<file path="config.mk">
export PLATFORM = sky130hd
export DESIGN_NAME = iomem_timer
export DESIGN_NICKNAME = d
export VERILOG_FILES = /design/src/rtl/iomem_timer.sv
export SDC_FILE = /design/constraint.sdc
export NUM_CORES = 1
export LEC_CHECK = 0
export ABC_AREA = 0
export CAP_MARGIN = 40
export CORE_MARGIN = 1
export CORE_UTILIZATION = 35
export DETAILED_ROUTE_END_ITERATION = 8
export GPL_ROUTABILITY_DRIVEN = 0
export GPL_TIMING_DRIVEN = 0
export PLACE_DENSITY_LB_ADDON = 0.2
export SYNTH_ARGS = -nofsm -noshare
export SYNTH_HDL_FRONTEND = slang
export SYNTH_SLANG_ARGS = --single-unit
</file>
<file path="constraint.sdc">
create_clock -name clk -period 5.6 [get_ports clk]
set_clock_uncertainty 0.05 [all_clocks]
set_input_delay 1.4 -clock clk [delete_from_list [all_inputs] [get_ports clk]]
set_output_delay 1.4 -clock clk [all_outputs]
set_load 0.005 [all_outputs]
</file>
<file path="src/rtl/iomem_timer.sv">
`default_nettype none
// ============================================================================
// Module      : iomem_timer
// Description : 32-bit down-counting timer with 16-bit prescaler on the SoC
//               iomem bus. One-shot or auto-reload expiry raises a level irq.
//               Optional PWM compare output, enabled by the build macro
//               IOMEM_TIMER_PWM_EN (adds the CMP register and pwm_out).
// Revision    : 1.0 - initial release
// ============================================================================
module iomem_timer #(
  parameter logic [31:0] BASE_ADDR = 32'h0300_0000
) (
  input  logic        clk,
  input  logic        reset,
  input  logic        iomem_valid,
  output logic        iomem_ready,
  input  logic [3:0]  iomem_wstrb,
  input  logic [31:0] iomem_addr,
  input  logic [31:0] iomem_wdata,
  output logic [31:0] iomem_rdata,
`ifdef IOMEM_TIMER_PWM_EN
  output logic        pwm_out,
`endif
  output logic        irq
);

  localparam logic [7:0] OFF_CTRL     = 8'h00;
  localparam logic [7:0] OFF_LOAD     = 8'h04;
  localparam logic [7:0] OFF_COUNT    = 8'h08;
  localparam logic [7:0] OFF_PRESCALE = 8'h0C;
  localparam logic [7:0] OFF_STATUS   = 8'h10;
`ifdef IOMEM_TIMER_PWM_EN
  localparam logic [7:0] OFF_CMP      = 8'h14;
`endif

  logic        enable;
  logic        auto_reload;
  logic        irq_en;
  logic        expired;
  logic [31:0] load;
  logic [31:0] count;
  logic [15:0] prescale;
  logic [15:0] pc;
`ifdef IOMEM_TIMER_PWM_EN
  logic [31:0] cmp;
`endif

  logic        hit;
  logic        access;
  logic        wr;
  logic [7:0]  off;
  logic        tick;
  logic        count_zero;
  logic [31:0] rd_mux;

  // Replace only the bytes selected by the write strobes
  function automatic logic [31:0] merge_bytes(input logic [31:0] old_val,
                                              input logic [31:0] new_val,
                                              input logic [3:0]  strb);
    logic [31:0] res;
    res = old_val;
    for (int i = 0; i < 4; i++) begin
      if (strb[i]) res[8*i +: 8] = new_val[8*i +: 8];
    end
    return res;
  endfunction

  assign hit        = (iomem_addr[31:8] == BASE_ADDR[31:8]);
  // A request is taken on the edge that raises ready; the !ready term
  // forces at least one idle cycle between back-to-back requests.
  assign access     = iomem_valid && hit && !iomem_ready;
  assign wr         = access && (iomem_wstrb != 4'h0);
  assign off        = iomem_addr[7:0];
  assign tick       = enable && (pc == prescale);
  assign count_zero = (count == 32'h0);
  assign irq        = expired & irq_en;

  // Read-back multiplexer over the live register values
  always_comb begin
    rd_mux = 32'h0;
    case (off)
      OFF_CTRL:     rd_mux = {29'h0, irq_en, auto_reload, enable};
      OFF_LOAD:     rd_mux = load;
      OFF_COUNT:    rd_mux = count;
      OFF_PRESCALE: rd_mux = {16'h0, prescale};
      OFF_STATUS:   rd_mux = {31'h0, expired};
`ifdef IOMEM_TIMER_PWM_EN
      OFF_CMP:      rd_mux = cmp;
`endif
      default:      rd_mux = 32'h0;
    endcase
  end

  // Bus handshake: one-cycle ready pulse, registered read data (0 otherwise)
  always_ff @(posedge clk or posedge reset) begin
    if (reset) begin
      iomem_ready <= 1'b0;
      iomem_rdata <= 32'h0;
    end else begin
      iomem_ready <= access;
      iomem_rdata <= (access && !wr) ? rd_mux : 32'h0;
    end
  end

  // Registers, prescaler and counter; later assignments encode collision
  // priority: bus writes beat tick updates, hardware expiry beats W1C.
  always_ff @(posedge clk or posedge reset) begin
    if (reset) begin
      enable      <= 1'b0;
      auto_reload <= 1'b0;
      irq_en      <= 1'b0;
      expired     <= 1'b0;
      load        <= 32'h0;
      count       <= 32'h0;
      prescale    <= 16'h0;
      pc          <= 16'h0;
`ifdef IOMEM_TIMER_PWM_EN
      cmp         <= 32'h0;
      pwm_out     <= 1'b0;
`endif
    end else begin
      if (!enable || tick || (wr && off == OFF_PRESCALE)) pc <= 16'h0;
      else                                              pc <= pc + 16'd1;

      if (tick) begin
        if (!count_zero)      count  <= count - 32'd1;
        else if (auto_reload) count  <= load;
        else                  enable <= 1'b0;
      end

      if (wr) begin
        case (off)
          OFF_CTRL: begin
            if (iomem_wstrb[0]) begin
              enable      <= iomem_wdata[0];
              auto_reload <= iomem_wdata[1];
              irq_en      <= iomem_wdata[2];
            end
          end
          OFF_LOAD:  load  <= merge_bytes(load, iomem_wdata, iomem_wstrb);
          OFF_COUNT: count <= merge_bytes(count, iomem_wdata, iomem_wstrb);
          OFF_PRESCALE: begin
            if (iomem_wstrb[0]) prescale[7:0]  <= iomem_wdata[7:0];
            if (iomem_wstrb[1]) prescale[15:8] <= iomem_wdata[15:8];
          end
          OFF_STATUS: begin
            if (iomem_wstrb[0] && iomem_wdata[0]) expired <= 1'b0;
          end
`ifdef IOMEM_TIMER_PWM_EN
          OFF_CMP:   cmp   <= merge_bytes(cmp, iomem_wdata, iomem_wstrb);
`endif
          default: ;
        endcase
      end

      if (tick && count_zero) expired <= 1'b1;

`ifdef IOMEM_TIMER_PWM_EN
      pwm_out <= enable && (count < cmp);
`endif
    end
  end

endmodule
`default_nettype wire

</file>
==> results of run 1 <==
## layout make-up
cell class / count / area share
Clock buffer: 19 / 0.0487
Multi-Input combinational cell: 532 / 0.392
Clock inverter: 12 / 0.0243
Sequential cell: 133 / 0.358
Timing Repair Buffer: 106 / 0.115
Buffer: 40 / 0.0204
Inverter: 12 / 0.00538
Tap cell: 270 / 0.0363
## logic make-up (layout without fill, tap and decap cells)
group | count (synthesis) | after routing | share of synthesized area
simple gates | 272 | 272 | 0.201
compound gates | 153 | 153 | 0.148
flops | 133 | 133 | 0.462
mux | 74 | 74 | 0.115
buf+inv | 52 | 189 | 0.0326
xor+xnor | 30 | 30 | 0.0364
fa+ha+maj | 3 | 3 | 0.00521
## synth_stat cells (4+ instances only)
library cell | instances | share of area
dfrtp_1 | 133 | 0.46
nor2_1 | 90 | 0.047
mux2_2 | 62 | 0.097
nand2_1 | 40 | 0.021
a22oi_1 | 34 | 0.035
o21ai_0 | 30 | 0.021
nand3_1 | 27 | 0.019
xor2_1 | 24 | 0.029
nor3_1 | 21 | 0.015
a21oi_1 | 20 | 0.014
and3_1 | 20 | 0.017
clkbuf_1 | 20 | 0.010
nor4_1 | 16 | 0.014
buf_2 | 14 | 0.0097
inv_1 | 12 | 0.0062
a31oi_1 | 11 | 0.0095
mux2i_1 | 11 | 0.015
nand4_1 | 10 | 0.0087
a2bb2oi_1 | 8 | 0.0097
and2_1 | 8 | 0.0069
a211oi_1 | 6 | 0.0062
o22ai_1 | 6 | 0.0052
xnor2_1 | 6 | 0.0073
and4_1 | 5 | 0.0061
nand2b_1 | 4 | 0.0035
nor2b_1 | 4 | 0.0035
nor4b_1 | 4 | 0.0049
o21a_1 | 4 | 0.0042
o31ai_1 | 4 | 0.0042
or3_1 | 4 | 0.0035
or4_1 | 4 | 0.0042
## layer usage
layer,global-route usage,share of wire
met2,0.355,0.49
met1,0.285,0.44
met4,0.0895,0.026
met3,0.0451,0.050
met5,0,0
## metrics by stage
stage	setup slack, ns	hold slack [ns]	cells
3_5_place_dp	0.781	0.457	1092
4_1_cts	1.22	0.464	1123
5_1_grt	1.04	0.481	1124
6_report	1.17	0.455	1124
2_1_floorplan	0.596	0.415	717
3_3_place_gp	-1.51	0.457	1090
## power groups by stage
stage          Sequential, W  Combinational (W)  Clock (W)
6_report            0.000961           0.000103    0.00130
3_5_place_dp        0.000979           0.000104          0
3_3_place_gp        0.000979           0.000102          0
4_1_cts             0.000961           0.000105    0.00132
5_1_grt             0.000961           0.000112    0.00135
2_1_floorplan       0.000979          0.0000297          0
## state kept, by name (all words and copies together) (netlist names)
| name | count |
|---|---|
| count | 32 |
| iomem_rdata | 32 |
| load | 32 |
| pc | 16 |
| prescale | 16 |
| auto_reload | 1 |
| enable | 1 |
| expired | 1 |
| iomem_ready | 1 |
| irq_en | 1 |
## worst reg2reg max path: cells and delay by family, from the launching register on
kind | cells | cell delay (ns)
simple gates | 4 | 1.79
compound gates | 2 | 0.47
flops | 1 | 0.45
buf+inv | 1 | 0.18
## final timing paths
| path | slack [ns] | to | cells past startpoint |
|---|---|---|---|
| min reg2reg | 0.46 | pc[0] | 1 |
| max in group asynchronous | 3.38 | load[19] | 3 |
| max reg2reg | 2.55 | count[7] | 7 |
| min in group asynchronous | 1.32 | iomem_rdata[16] | 2 |
| min | 0.46 | pc[0] | 1 |
| max | 1.17 | count[3] | 9 |
==> results.cfg, run 1 <==
[pwr]
power_density_nw_per_um2 = 254
seqPwrFrac = 0.407
total_power_w = 0.00236
power_switching_w = 0.000491
p_clk_frac = 0.549
combPwrFrac = 0.044
p_leak_nw = 3.95
intPower_w = 0.00187
netSwitchingFraction = 0.208
worst_ir_drop_vdd_mv = 0.187

[global_route]
grt_max_degree = 85
antenna_found_initial = 0
grt_first_pass_wirelength_um = 35600
gr-usage-all-layers = 0.219
grt_pass1_vias = 6235
overflow = 0

[floorplanning]
boundaryPins = 105
die_height_um = 146
start_util = 0.356
die_x_um = 146
die_area_um2 = 21200
core.rowCount = 52
coreArea_um2 = 20200

[logic_synthesis]
yosysSeqAreaShare = 0.462
synth_seq_cells = 133
synth_edf_count = 0
synth.avg_cell_area_um2 = 10.1
syn_nets = 791
synth-warning-count = 0
post_synth_num_cell_types = 66
synthCells = 717
async_reset_ff_frac = 1.00
netlist_area_um2 = 7210
synthFlopType = dfrtp_1

[clock_network]
cts_tree = done
cts_buffer_depth = 2
cts_num_sinks = 133
htreeDepth = 4
cts_hold_buf = 0
cts-root-buf = clkbuf_16
cts_setup_buffers = 0
numCtsBuffers = 17
cts_resized = 0
clk-insertion-delay-late_ns = 0.43
clk_pin_slew_ns = 0.06

[timing]
tightest_slew_ns = 0.721
rsz0062_at_grt = no
finalHoldViolations = 0
fmax_mhz = 226
drv_slew = 0
setup_viol = 0
period_share = 0.792
max_slew_margin = 0.519
fin_setup_tns_ns = 0
period_minus_slack_ns = 4.43

[critical_path]
rr_startpoint = count[16]
crit_start = iomem_addr[3]
crit_family = simple AND/OR/NAND/NOR gates
worstSetupPathType = in -> reg
cp_slowest_stage_delay_ns = 0.62
cp_cell_sequence = clkdlybuf4s50_1 -> nor2b_1 -> nor4b_4 -> nand4_1 -> nand3_1 -> buf_2 -> buf_2 -> o22ai_1 -> a21oi_1
critPathLaunchType = input port
slowest_stage = nor4b_4
crit_top_cell = buf_2
cp_max_fo = 10
crit_buf_inv = 3
crit_arrival_ns = 4.74
cp_data_required_time_ns = 5.91
end_kind = flop

[routing]
drt_wl_total_um = 22000
vias = 6208
drt_iter0_markers = 460
wire_per_inst_um = 19.6
drc_errors = 0
vias_per_cell = 5.52
drtAntennaViolNets = 0
drt_pass1_iterations = 5

[finish]
antennaDiodeCount = 0
final_util = 0.460
final-seq-area_um2 = 3330
final_common_cell = dfrtp_1
layout_common_cells = dfrtp_1, clkdlybuf4s50_1, nor2_1
n_fill_cell = 1984
post_route_cells_drive_above_1_share = 0.149
fin_area_um2 = 9300
final_nets = 916
multiInputGateArea_um2 = 3650
area_growth_pct = 29.0

[outcome]
status = finished clean

[run]
max_cap_viol_count = 0

[worst_hold_path]
min_from = pc[0]
min_path_type = reg -> reg

[place]
portBuffers = 103
place_area_um2 = 8620
dp_hpwl_um = 15900
Note: power is estimated with default switching activity, not from simulation.
==> run 2, diff against run 1 <==
==> constraint.sdc (replaced) <==
create_clock -name clk -period 3.79 [get_ports clk]
set_clock_uncertainty 0.05 [all_clocks]
set_input_delay 0.9475 -clock clk [delete_from_list [all_inputs] [get_ports clk]]
set_output_delay 0.9475 -clock clk [all_outputs]
set_load 0.005 [all_outputs]
==> results.cfg, run 2 (synthesized netlist as in run 1, its figures left out) <==
[floorplanning]
coreArea_um2 = 20200
die_area_um2 = 21200
start_util = 0.356
boundaryPins = 105
core.rowCount = 52
die_height_um = 146
die_x_um = 146

[clock_network]
htreeDepth = 4
cts_num_sinks = 133
cts_buffer_depth = 2
cts_tree = done
clk-insertion-delay-late_ns = 0.43
cts_hold_buf = 0
cts-root-buf = clkbuf_16
numCtsBuffers = 17
cts_resized = 0
clk_pin_slew_ns = 0.06

[worst_hold_path]
min_path_type = reg -> reg
min_delay_path_depth = 1

[global_route]
grt_max_degree = 39
antenna_found_initial = 0
grt_first_pass_wirelength_um = 35400
gr-usage-all-layers = 0.218
grt_pass1_vias = 6325
overflow = 0

[routing]
drc_errors = 0
wire_per_inst_um = 19.7
drtAntennaViolNets = 0
vias_per_cell = 5.51
drt_pass1_iterations = 7
drt_wl_total_um = 22200
vias = 6213
drt_iter0_markers = 447

[critical_path]
cp_slowest_stage_delay_ns = 0.59
cp_data_required_time_ns = 4.07
critPathLaunchType = input port
cp.depth = 9
crit_arrival_ns = 3.91
worstSetupPathType = in -> reg
r2r_cells = 10
end_kind = flop
cp_max_fo = 10
slowest_stage = clkdlybuf4s50_1
crit_top_cell = buf_2
crit_family = simple AND/OR/NAND/NOR gates
cp_cell_sequence = clkdlybuf4s50_1 -> nor2b_1 -> nor4b_4 -> nand4_1 -> nand3_1 -> buf_2 -> buf_2 -> a21oi_1 -> nor3_1
crit_buf_inv = 3

[finish]
layout_common_cells = dfrtp_1, clkdlybuf4s50_1, nor2_1
antennaDiodeCount = 0
stdcell_count = 1127
top_regs = count (32), iomem_rdata (32), load (32)
final_common_cell = dfrtp_1
final-seq-area_um2 = 3330
area_growth_pct = 29.1
final_nets = 919
final_util = 0.460
fin_area_um2 = 9310
n_fill_cell = 1931
post_route_cells_drive_above_1_share = 0.151
multiInputGateArea_um2 = 3650

[timing]
drv_slew = 0
rsz0062_at_grt = no
max_slew_margin = 0.439
period_minus_slack_ns = 3.63
period_share = 0.958
setup_viol = 0
finalHoldViolations = 0
tightest_slew_ns = 0.834
timing.hold.ws_ns = 0.458
fmax_mhz = 276

[place]
place_area_um2 = 8680
dp_hpwl_um = 16400
place_inst = 1095
portBuffers = 103

[pwr]
p_leak_nw = 3.95
combPwrFrac = 0.048
power_density_nw_per_um2 = 359
p_clk_frac = 0.527
power_switching_w = 0.000723
worst_ir_drop_vdd_mv = 0.292
seqPwrFrac = 0.425
netSwitchingFraction = 0.216
intPower_w = 0.00262

[run]
max_cap_viol_count = 0

[outcome]
status = finished clean
run 2: cell count changes in the layout (fill, tap and decap cells not counted), sizes merged:
cell / change
clkdlybuf4s15: +1
clkbuf: -1
clkinvlp: +2
bufinv: -2
buf: +3
run 2: worst register-to-register path: cells and delay by family (launching register included):
kind	cells	cell delay [ns]
and+or+nand+nor	4	1.30
buffers and inverters	3	0.51
AOI/OAI and AO/OA	2	0.47
DFF	1	0.43
adders and majority gates	1	0.19
run 2: area by class of cell:
class / count / area share
Multi-Input combinational cell: 532 / 0.392
Clock buffer: 19 / 0.0476
Inverter: 12 / 0.00524
Tap cell: 270 / 0.0363
Sequential cell: 133 / 0.357
Timing Repair Buffer: 109 / 0.122
Clock inverter: 12 / 0.0192
Buffer: 40 / 0.0204
run 2: per-stage QoR:
step / worst slack (ns) / TNS (ns) / power (W)
after floorplan: 0.676 / 0 / 0.00149
after global placement: -0.542 / -33.43 / 0.00160
after detailed placement: -0.524 / -10.99 / 0.00161
after CTS: 0.199 / 0 / 0.00337
after global routing: 0.0503 / 0 / 0.00345
final: 0.160 / 0 / 0.00334
run 2: power by group through the flow:
| stage | sequential (W) | clock, W | combinational [W] |
|---|---|---|---|
| 3_3_place_gp | 0.00145 | 0 | 0.000150 |
| 6_report | 0.00142 | 0.00176 | 0.000160 |
| 4_1_cts | 0.00142 | 0.00179 | 0.000163 |
| 2_1_floorplan | 0.00145 | 0 | 0.0000442 |
| 3_5_place_dp | 0.00145 | 0 | 0.000162 |
| 5_1_grt | 0.00142 | 0.00186 | 0.000174 |
run 2: path summary, 6_finish.rpt:
check / slack, ns / start / endpoint
max: 0.16 / iomem_addr[3] / count[26]
min: 0.46 / pc[0] / pc[0]
max reg2reg: 0.73 / count[0] / count[14]
min reg2reg: 0.46 / pc[0] / pc[0]
max in group asynchronous: 1.96 / reset / load[26]
min in group asynchronous: 0.91 / reset / pc[1]
run 2: layer usage:
| metal | vias to the layer above | GRT usage | part of all wire |
|---|---|---|---|
| met4 | 0 | 0.0937 | 0.025 |
| li1 | 2923 | - | - |
| met5 | - | 0 | 0 |
| met2 | 209 | 0.358 | 0.48 |
| met3 | 37 | 0.0401 | 0.050 |
| met1 | 3044 | 0.283 | 0.44 |
run 2: repair_timing:
action | CTS | global route
setup endpoints to repair | 9 | 0
setup buffers | 1 | 0
hold endpoints to repair | 0 | 0
==> run 3, diff against run 2 <==
--- a/config.mk
+++ b/config.mk
@@ -13,6 +13,7 @@
 export GPL_ROUTABILITY_DRIVEN = 0
 export GPL_TIMING_DRIVEN = 0
 export PLACE_DENSITY_LB_ADDON = 0.2
+export REMOVE_ABC_BUFFERS = 1
 export SYNTH_ARGS = -nofsm -noshare
 export SYNTH_HDL_FRONTEND = slang
 export SYNTH_SLANG_ARGS = --single-unit
==> results.cfg, run 3 (synthesized netlist as in run 1, its figures left out) <==
[clock_network]
cts_tree = done
cts-root-buf = clkbuf_16
clk_pin_slew_ns = 0.06
cts_buffer_depth = 2
htreeDepth = 4
cts_num_sinks = 133
clk-insertion-delay-late_ns = 0.44
numCtsBuffers = 17

[critical_path]
critPathLaunchType = input port
cp_cell_sequence = clkdlybuf4s50_1 -> or4_4 -> nor3_1 -> and3b_1 -> buf_8 -> and3_1 -> mux2_2
crit_arrival_ns = 3.90
cp_max_fo = 19
slowest_stage = or4_4
end_kind = flop
worstSetupPathType = in -> reg
cp_slowest_stage_delay_ns = 0.58
cp_data_required_time_ns = 4.06

[finish]
post_route_cells_drive_above_1_share = 0.155
area_growth_pct = 29.0
final_nets = 893
layout_common_cells = dfrtp_1, clkdlybuf4s50_1, nor2_1
top_regs = count (32), iomem_rdata (32), load (32)
n_fill_cell = 1861
final_common_cell = dfrtp_1
antennaDiodeCount = 0

[floorplanning]
start_util = 0.356
die_area_um2 = 21200
die_height_um = 146
boundaryPins = 105
coreArea_um2 = 20200
core.rowCount = 52
die_x_um = 146

[pwr]
seqPwrFrac = 0.429
intPower_w = 0.00259
combPwrFrac = 0.048
p_leak_nw = 3.94
p_clk_frac = 0.523
total_power_w = 0.00331
netSwitchingFraction = 0.219
worst_ir_drop_vdd_mv = 0.318
power_density_nw_per_um2 = 356
power_switching_w = 0.000724

[timing]
tightest_slew_ns = 0.931
rsz0062_at_grt = no
period_share = 0.958
drv_slew = 0
finalHoldViolations = 0
fmax_mhz = 275
max_slew_margin = 0.379
fin_setup_tns_ns = 0
setup_viol = 0
period_minus_slack_ns = 3.63

[place]
dp_hpwl_um = 15500
portBuffers = 104

[run]
max_cap_viol_count = 0

[routing]
drtAntennaViolNets = 0
drt_wl_total_um = 22000
vias_per_cell = 5.72
wire_per_inst_um = 19.9
drt_pass1_iterations = 5
vias = 6306
drt_iter0_markers = 421
drc_errors = 0

[global_route]
grt_max_degree = 75
antenna_found_initial = 0
gr-usage-all-layers = 0.215
overflow = 0
grt_first_pass_wirelength_um = 35200
grt_pass1_vias = 6358

[worst_hold_path]
min_path_type = reg -> reg

[outcome]
status = finished clean
-- run 3: per-layer routing --
metal,GRT usage,routed length [um],up-vias
met5,0,0,-
met2,0.350,10500,229
met1,0.278,9710,3158
li1,-,-,2876
met4,0.0947,614,0
met3,0.0433,1130,43
-- run 3: power groups by stage --
stage | clock network, W | logic (W) | registers (W)
2_1_floorplan | 0 | 0.0000354 | 0.00145
3_3_place_gp | 0 | 0.000149 | 0.00145
3_5_place_dp | 0 | 0.000161 | 0.00145
4_1_cts | 0.00176 | 0.000162 | 0.00142
5_1_grt | 0.00183 | 0.000173 | 0.00142
6_report | 0.00173 | 0.000160 | 0.00142
-- run 3: critical path, delay by kind of cell --
kind	cells	cell delay, ns
buf+inv	2	0.63
simple gates	4	1.92
mux	1	0.40
-- run 3: cell type report --
type	count	area, um2	area share
clock buffers	21	470	0.0506
clock inverters	11	149	0.0160
inverters	12	50.0	0.00538
multi-input cells	532	3670	0.394
flip-flops and latches	133	3330	0.358
well taps	270	338	0.0363
repair buffers	123	1300	0.140
-- run 3: final timing paths --
kind	startpoint	endpoint	slack (ns)	cells past startpoint
worst max-delay path	iomem_addr[1]	load[23]	0.16	7
worst min-delay path	pc[0]	pc[0]	0.46	1
worst max register to register	count[0]	count[5]	0.49	8
worst min register to register	pc[0]	pc[0]	0.46	1
max in group asynchronous	reset	pc[11]	2.00	3
min in group asynchronous	reset	count[30]	0.92	2
-- run 3: stage by stage --
stage | util | cells | setup WS (ns) | hold WS [ns] | instance area (um2)
after floorplan | - | 677 | -0.762 | 0.415 | 7020
after global placement | 0.415 | 1051 | -3.23 | 0.437 | 8400
after detailed placement | 0.427 | 1065 | -1.31 | 0.457 | 8640
after CTS | 0.458 | 1098 | 0.0703 | 0.464 | 9270
after global routing | 0.460 | 1102 | 0.0420 | 0.476 | 9300
final | 0.460 | 1102 | 0.159 | 0.457 | 9300
-- run 3: repair_timing --
item / CTS / global route
resized for setup: 6 / 2
pin swaps: 0 / 1
buffers inserted: 1 / 4
hold buffers: 0 / 0
cloned: 0 / 0
setup endpoints to repair: 32 / 4
